### src/rtl/key_matrix_encoder.sv
// 4x4 active-low keypad scanner: one row driven low per SCAN_DIV cycles, first pressed key per
// frame is kept, and a debounced ASCII code (0 = none) is presented on key_code.
module key_matrix_encoder #(
  parameter int SCAN_DIV       = 1000,
  parameter int DEBOUNCE_SCANS = 4
) (
  input  logic       clk,
  input  logic       rst,
  output logic [3:0] row_n,
  input  logic [3:0] col_n,
  output logic [6:0] key_code,
  output logic       key_press
);

  localparam int DivW    = $clog2(SCAN_DIV);
  localparam int StableW = $clog2(DEBOUNCE_SCANS + 1);
  localparam logic [DivW-1:0]    DivLast   = DivW'(SCAN_DIV - 1);
  localparam logic [StableW-1:0] StableMax = StableW'(DEBOUNCE_SCANS);

  typedef enum logic {SCAN, EVAL} scanState_e;

  scanState_e         state, stateNext;
  logic [DivW-1:0]    div;
  logic [1:0]         row;
  logic [3:0]         colMeta, colSync;
  logic               frameHit;
  logic [3:0]         frameIdx;
  logic [6:0]         candidate, candidateNext;
  logic [StableW-1:0] stable, stableNext;
  logic [6:0]         frameCode;
  logic [1:0]         firstCol;
  logic               divEnd, rowHit, update;

  function automatic logic [6:0] codeOf(input logic [3:0] idx);
    case (idx)
      4'd0:  codeOf = 7'd49;  4'd1:  codeOf = 7'd50;  4'd2:  codeOf = 7'd51;  4'd3:  codeOf = 7'd65;
      4'd4:  codeOf = 7'd52;  4'd5:  codeOf = 7'd53;  4'd6:  codeOf = 7'd54;  4'd7:  codeOf = 7'd66;
      4'd8:  codeOf = 7'd55;  4'd9:  codeOf = 7'd56;  4'd10: codeOf = 7'd57;  4'd11: codeOf = 7'd67;
      4'd12: codeOf = 7'd42;  4'd13: codeOf = 7'd48;  4'd14: codeOf = 7'd35;  default: codeOf = 7'd68;
    endcase
  endfunction

  always_ff @(posedge clk) begin
    if (rst) state <= SCAN;
    else     state <= stateNext;
  end

  // NOTE: every always_comb output gets a default first so no path leaves it unassigned (no latch).
  always_comb begin
    stateNext = state;
    divEnd    = (div == DivLast);
    case (state)
      SCAN:    if (divEnd && row == 2'd3) stateNext = EVAL;
      default: stateNext = SCAN;
    endcase
  end

  // Lowest pressed column of the row currently being sensed.
  always_comb begin
    firstCol = 2'd0;
    rowHit   = (colSync != 4'hF);
    for (int c = 3; c >= 0; c--) begin
      if (!colSync[c]) firstCol = 2'(c);
    end
  end

  always_comb begin
    frameCode = frameHit ? codeOf(frameIdx) : 7'd0;
    if (frameCode == candidate) begin
      candidateNext = candidate;
      stableNext    = (stable == StableMax) ? StableMax : stable + 1'b1;
    end else begin
      candidateNext = frameCode;
      stableNext    = StableW'(1);
    end
    update = (stableNext == StableMax) && (candidateNext != key_code);
  end

  // NOTE: sequential state uses non-blocking assignments so every flop samples pre-edge values.
  always_ff @(posedge clk) begin
    if (rst) begin
      row_n     <= 4'b1110;
      row       <= 2'd0;
      div       <= '0;
      colMeta   <= 4'hF;
      colSync   <= 4'hF;
      frameHit  <= 1'b0;
      frameIdx  <= 4'd0;
      candidate <= 7'd0;
      stable    <= '0;
      key_code  <= 7'd0;
      key_press <= 1'b0;
    end else begin
      colMeta   <= col_n;
      colSync   <= colMeta;
      key_press <= 1'b0;
      case (state)
        SCAN: begin
          div <= divEnd ? '0 : div + 1'b1;
          if (divEnd) begin
            row   <= row + 1'b1;
            row_n <= {row_n[2:0], row_n[3]};
            if (!frameHit && rowHit) begin
              frameHit <= 1'b1;
              frameIdx <= {row, firstCol};
            end
          end
        end
        default: begin
          // EVAL: row_n already wrapped to 1110 and row to 0; clear the frame for the next scan.
          div       <= '0;
          frameHit  <= 1'b0;
          candidate <= candidateNext;
          stable    <= stableNext;
          if (update) begin
            key_code  <= candidateNext;
            key_press <= (candidateNext != 7'd0);
          end
        end
      endcase
    end
  end

endmodule

### config.mk
export PLATFORM = sky130hd
export DESIGN_NAME = key_matrix_encoder
export DESIGN_NICKNAME = d
export VERILOG_FILES = /design/src/rtl/key_matrix_encoder.sv
export SDC_FILE = /design/constraint.sdc
export NUM_CORES = 1
export LEC_CHECK = 0
export ABC_AREA = 1
export CAP_MARGIN = 30
export CORE_MARGIN = 2
export CORE_UTILIZATION = 45
export DETAILED_ROUTE_END_ITERATION = 10
export SLEW_MARGIN = 30
export SYNTH_ARGS = -nofsm -noshare
export SYNTH_HDL_FRONTEND = slang
export SYNTH_SLANG_ARGS = --single-unit
### constraint.sdc
create_clock -name clk -period 6.4 [get_ports clk]
set_clock_uncertainty 0.2 [all_clocks]
set_input_delay 1.28 -clock clk [delete_from_list [all_inputs] [get_ports clk]]
set_output_delay 1.28 -clock clk [all_outputs]
set_load 0.005 [all_outputs]
==> results of run 1 <==
## per-stage QoR
stage | utilization [%] | cells
2_1_floorplan | - | 335
3_3_place_gp | 50.8 | 419
3_5_place_dp | 50.8 | 419
4_1_cts | 53.0 | 427
5_1_grt | 53.0 | 427
6_report | 53.0 | 427
## Yosys cell counts
cell type	number	area [um2]
xnor2_1	2	17.5
o21ai_2	1	8.76
or2_0	1	6.26
ha_1	10	125
nand4_1	11	68.8
nand2_2	2	12.5
nor2_2	1	6.26
nor3_1	4	20.0
nand2_1	82	308
nor2_8	1	20.0
inv_1	39	146
o22ai_1	8	50.1
a22o_1	1	8.76
nand3_1	26	130
xor2_1	5	43.8
nor2_1	35	131
and3_1	1	6.26
clkbuf_1	4	15.0
buf_6	1	11.3
o21ai_1	1	5.00
nand4_2	1	12.5
nor2_4	5	56.3
nand3_2	3	30.0
or2_2	8	50.1
a31oi_1	1	6.26
a21oi_1	11	55.1
clkinv_1	1	3.75
xor2_2	1	16.3
o21a_1	1	7.51
o31ai_1	1	7.51
nand4_4	1	21.3
o21ai_0	6	30.0
nand2_4	1	11.3
dfxtp_1	55	1100
inv_2	3	11.3
## kinds of logic (layout without fill, tap and decap cells)
| logic type | count (synthesis) | after routing | share of synthesized area [%] |
|---|---|---|---|
| xor gates and xnor gates | 8 | 8 | 3.03 |
| adders and majority gates | 10 | 10 | 4.89 |
| DFF | 55 | 55 | 43.0 |
| AOI/OAI and AO/OA | 31 | 31 | 6.99 |
| buffers and inverters | 48 | 68 | 7.33 |
| and+or+nand+nor | 183 | 183 | 34.8 |
## per-layer routing
layer	wire (um)	part of all wire (%)	GRT usage [%]	vias to the layer above
met2	2060	44	24.4	36
met3	175	3.8	4.30	9
li1	-	-	-	1108
met5	0	0	0	-
met1	2330	50	21.2	921
met4	73	1.6	6.38	0
## path summary, 6_finish.rpt
kind / from / end / cells past startpoint
min reg2reg: colMeta[0] / colSync[0] / 1
max: rst / register / 9
min: colMeta[0] / colSync[0] / 1
max reg2reg: div[0] / register / 14
## critical path, stage by stage
cell and delay [ns]:
clkdlybuf4s50_1 0.62, inv_1 0.63, nand2_1 0.27, inv_1 0.17
ha_1 0.25, nand2_1 0.10, nand2_1 0.06, nand2_1 0.06
nand2_1 0.05
## final cells by class
type                       instances  area (um2)
fill                             549        2590
multi-input combinational        232        1270
sequential                        55        1100
timing repair buffer              17         170
inverter                          43         161
tap                               72        90.1
clock buffer                       6        82.6
clock inverter                     2        38.8
## power groups by stage
stage / registers (mW) / clock network (mW) / logic, mW
after global routing: 0.349 / 0.264 / 0.0206
final: 0.348 / 0.241 / 0.0180
after CTS: 0.348 / 0.250 / 0.0182
after floorplan: 0.356 / 0 / 0.0122
after global placement: 0.356 / 0 / 0.0179
after detailed placement: 0.356 / 0 / 0.0181
==> results.txt, run 1 <==
Status = finished clean
Via density = 4.86
Mapped Cells = 335
Critical path arrival = 3.50 ns
I/O pins = 18
Sw Share = 20.6%
Worst Max-Slew Pin Slew = 0.700 ns
GPL Wtd Cong = 0.787
DR vias = 2074
PD cells = 208 nW/um2
Fin crit share = 54.5%
Clock buffer count from CTS = 5
Yosys cell types = 35
Slew Viols, Final = 0
Largest net degree at the start of global routing = 24
Most frequent cells in the layout = nand2_1 (82), dfxtp_1 (55), inv_1 (39)
Mapped cell area = 2560 um2
Maximum buffer depth of the clock tree = 2
Largest fanout on the critical path = 23
CP Capture Type = register
Syn nets = 351
Worst setup path category = in2reg
WHS = 0.217 ns
Psw = 0.125 mW
CTS resizes = 0
Core area = 5510 um2
H-tree Lvls = 2
HP Class = reg2reg
Total power = 0.607 mW
Worst Setup Slack, final = 2.91 ns
Sink Count = 55
Initial Util = 46.5%
Post-route minimum period = 3.49 ns
First-pass GRT wire length = 7.98 mm
Post-DP HPWL = 3.56 mm
Die area = 6310 um2
Internal = 0.482 mW
Buffers on Ports = 17
P_leak = 1.28 nW
CP required = 6.41 ns
DRT iter0 DRCs = 77
Drt wl/cell = 10.9 um
Post-CTS setup buffers = 0
Slew margin rel. = 53.3%
Flop-to-flop setup slack = 3.79 ns
Clk_lat worst skew = 0.31 ns
Row count = 27
Clock network power share = 39.7%
Max-cap violations = 0
Post-synthesis sequential element count = 55
Post-DP Area = 2800 um2
Hold_buf cts = 0
Overflow after GRT = 0
Sequential share of the synthesized area = 43.0%
Most common cell after layout, fill and taps aside = nand2_1
Worst vdd ir = 0.149 mV
Share of cells above drive strength 1 = 10.1%
Syn. warnings = 0
First-pass iteration count of the detailed router = 4
Crit path launch type = input pin
DRC violations left = 0
Combinational group share of total power = 3.0%
Number of antenna diodes = 0
Final nets = 370
Antenna viol nets, final = 0
Reg clk slew, reported paths = 0.10 ns
Die height = 79.4 um
CTS tree = built
Final setup vio count = 0
Cell area after layout = 2920 um2
Unrepaired setup endpoints after global routing = false
Peak Freq = 0.287 GHz
Die width = 79.4 um
Initial antenna violation count = 0
Vias in the first global route = 1842
Sequential share of power = 57.3%
TNS Setup = 0 ns
CTS Root Cell = clkbuf_8
Pre-CTS setup slack = 2.59 ns
Total Routing Usage GR = 15.9%
Final hold vios = 0
Area growth syn-to-layout = 13.9%
Routed WL = 4.64 mm
Syn Area/Cell = 7.65 um2
Power figures use the tool's default switching activity.
==> run 2, diff against run 1 <==
--- a/config.mk
+++ b/config.mk
@@ -10,6 +10,7 @@
 export CORE_MARGIN = 2
 export CORE_UTILIZATION = 45
 export DETAILED_ROUTE_END_ITERATION = 10
+export PLACE_DENSITY = 0.66
 export SLEW_MARGIN = 30
 export SYNTH_ARGS = -nofsm -noshare
 export SYNTH_HDL_FRONTEND = slang
==> constraint.sdc (replaced) <==
create_clock -name clk -period 3.15 [get_ports clk]
set_clock_uncertainty 0.2 [all_clocks]
set_input_delay 0.63 -clock clk [delete_from_list [all_inputs] [get_ports clk]]
set_output_delay 0.63 -clock clk [all_outputs]
set_load 0.005 [all_outputs]
==> results.txt, run 2 (same netlist as run 1, synthesis figures left out) <==
Reg2reg start = div[0]
Critical path arrival = 2.54 ns (-0.96 ns)
Worst vdd ir = 0.357 mV (+140%)
CTS resizes = 0 (unchanged)
Initial Util = 46.5% (unchanged)
Crit path launch type = register
Overflow after GRT = 0 (unchanged)
WHS = 0.214 ns (-0.00306 ns)
H-tree Lvls = 2 (unchanged)
Max-cap violations = 0 (unchanged)
Worst setup path category = reg2reg
Largest net degree at the start of global routing = 21 (-13%)
Final nets = 372 (+0.54%)
Area growth syn-to-layout = 13.6%
CTS tree = built
Core area = 5510 um2 (unchanged)
Maximum buffer depth of the clock tree = 2 (unchanged)
Slowest cell on crit path = dfxtp_1
Total Routing Usage GR = 16.9% (+0.94 points)
Share of cells above drive strength 1 = 10.4% (+0.22 points)
Most common cell after layout, fill and taps aside = nand2_1
Hold_buf cts = 0 (unchanged)
Die height = 79.4 um (unchanged)
Initial antenna violation count = 0 (unchanged)
TNS Setup = 0 ns (unchanged)
Fillers = 549 (unchanged)
Area of the multi-input gates = 1270 um2 (unchanged)
HP Class = reg2reg
WHS Path Cells = 1 (unchanged)
Routed WL = 4.76 mm (+2.6%)
Unrepaired setup endpoints after global routing = false
Number of antenna diodes = 0 (unchanged)
Antenna viol nets, final = 0 (unchanged)
Die width = 79.4 um (unchanged)
Drt wl/cell = 11.1 um (+2.1%)
Psw = 0.239 mW (+90%)
Slowest Stage Delay on Critical Path = 0.38 ns (-0.25 ns)
Fin crit share = 80.6%
Sink Count = 55 (unchanged)
Flop-to-flop setup slack = 0.61 ns (-3.18 ns)
Most frequent cells in the layout = nand2_1 (82), dfxtp_1 (55), inv_1 (39)
FF-to-FF path depth = 14 (unchanged)
Final hold vios = 0 (unchanged)
Sequential share of power = 61.0% (+3.7 points)
Buffers on Ports = 17 (unchanged)
Reg clk slew, reported paths = 0.09 ns (about the same)
Clock buffer count from CTS = 5 (unchanged)
P_leak = 1.28 nW (about the same)
Via density = 4.85 (-0.18%)
Worst Max-Slew Pin Slew = 0.575 ns (-0.125 ns)
Clk_lat worst skew = 0.30 ns (about the same)
Internal = 0.920 mW (+91%)
Status = finished clean
GPL Wtd Cong = 0.788 (+0.22%)
Cell mode on critical path = nand2_1
Row count = 27 (unchanged)
Vias in the first global route = 1955 (+6.1%)
CP Capture Type = register
FF/Latch Area = 1100 um2 (unchanged)
PD cells = 398 nW/um2 (+91%)
Cell chain of the critical path = ha_1 > nand2_1 > inv_1 > nand2_1 > nor2_4 > nand3_2 > o21ai_0 > nand2_1 > inv_1 > ha_1 > nand2_1 > nand2_1 > nand2_1 > nand2_1
First-pass GRT wire length = 8.38 mm (+5.0%)
Min-delay src = colMeta[2]
Hold path endpoint = colSync[2]
Slew margin rel. = 61.6% (+8.4 points)
Post-DP HPWL = 3.63 mm (+2.0%)
I/O pins = 18 (unchanged)
Peak Freq = 0.394 GHz
First-pass iteration count of the detailed router = 4 (unchanged)
Post-CTS setup buffers = 0 (unchanged)
Sw Share = 20.6% (-0.052 points)
CTS Root Cell = clkbuf_8
Combinational group share of total power = 3.3% (+0.3 points)
DR vias = 2080 (+0.29%)
Post-route minimum period = 2.54 ns
Clock network power share = 35.7% (-4.0 points)
DRC violations left = 0 (unchanged)
Largest fanout on the critical path = 6 (-74%)
CP required = 3.15 ns (-3.26 ns)
Die area = 6310 um2 (unchanged)
Slew Viols, Final = 0 (unchanged)
DRT iter0 DRCs = 76 (-1.3%)
Final setup vio count = 0 (unchanged)
## run 2: changes by cell type in the layout (fill, tap and decap cells not counted), sizes merged
cell / change
bufinv: -1
buf: +2
inv: -1
clkbuf: +2
## run 2: power groups by stage
stage	Clock (mW)	Sequential, mW	Combinational, mW
finish	0.413	0.707	0.0382
global placement	0	0.723	0.0384
CTS	0.429	0.707	0.0388
detailed placement	0	0.724	0.0385
global route	0.451	0.708	0.0438
floorplan	0	0.722	0.0248
## run 2: cell type report
| class | count | share of cell area [%] |
|---|---|---|
| Tap cell | 72 | 3.10 |
| Timing Repair Buffer | 19 | 6.36 |
| Multi-Input combinational cell | 232 | 43.7 |
| Clock buffer | 8 | 3.44 |
| Inverter | 43 | 5.55 |
| Sequential cell | 55 | 37.8 |
## run 2: how the worst max path moves through the flow
stage | from | endpoint | slack (ns) | cells past startpoint
2_1_floorplan | rst | register | 0.81 | 10
4_1_cts | div[0] | register | 0.60 | 14
5_1_grt | div[0] | register | 0.27 | 14
3_5_place_dp | div[0] | register | 0.65 | 14
3_3_place_gp | div[0] | register | 0.78 | 14
6_report | div[0] | register | 0.61 | 14
## run 2: worst max-delay path, delay by kind of cell (launching register included)
kind / cells / cell delay, ns
AND/OR/NAND/NOR: 9 / 0.91
buffers and inverters: 2 / 0.24
AO/OA/AOI/OAI: 1 / 0.26
flip-flops: 1 / 0.38
adder cells (fa/ha/maj): 2 / 0.45
## run 2: metrics by stage
stage	utilization, %	instance area, um2	power (mW)	std cells	setup WS (ns)
after floorplan	-	2560	0.747	335	0.808
after global placement	51.0	2810	0.762	421	0.784
after detailed placement	51.0	2810	0.762	421	0.648
after CTS	52.9	2910	1.18	429	0.600
after global routing	52.9	2910	1.20	429	0.265
final	52.9	2910	1.16	429	0.611
## run 2: routing by layer
layer,part of all wire [%],track usage [%],vias up
met5,0,0,-
met4,1.5,6.03,0
met3,2.8,4.41,6
met2,47,28.4,30
met1,48,20.7,935
li1,-,-,1109
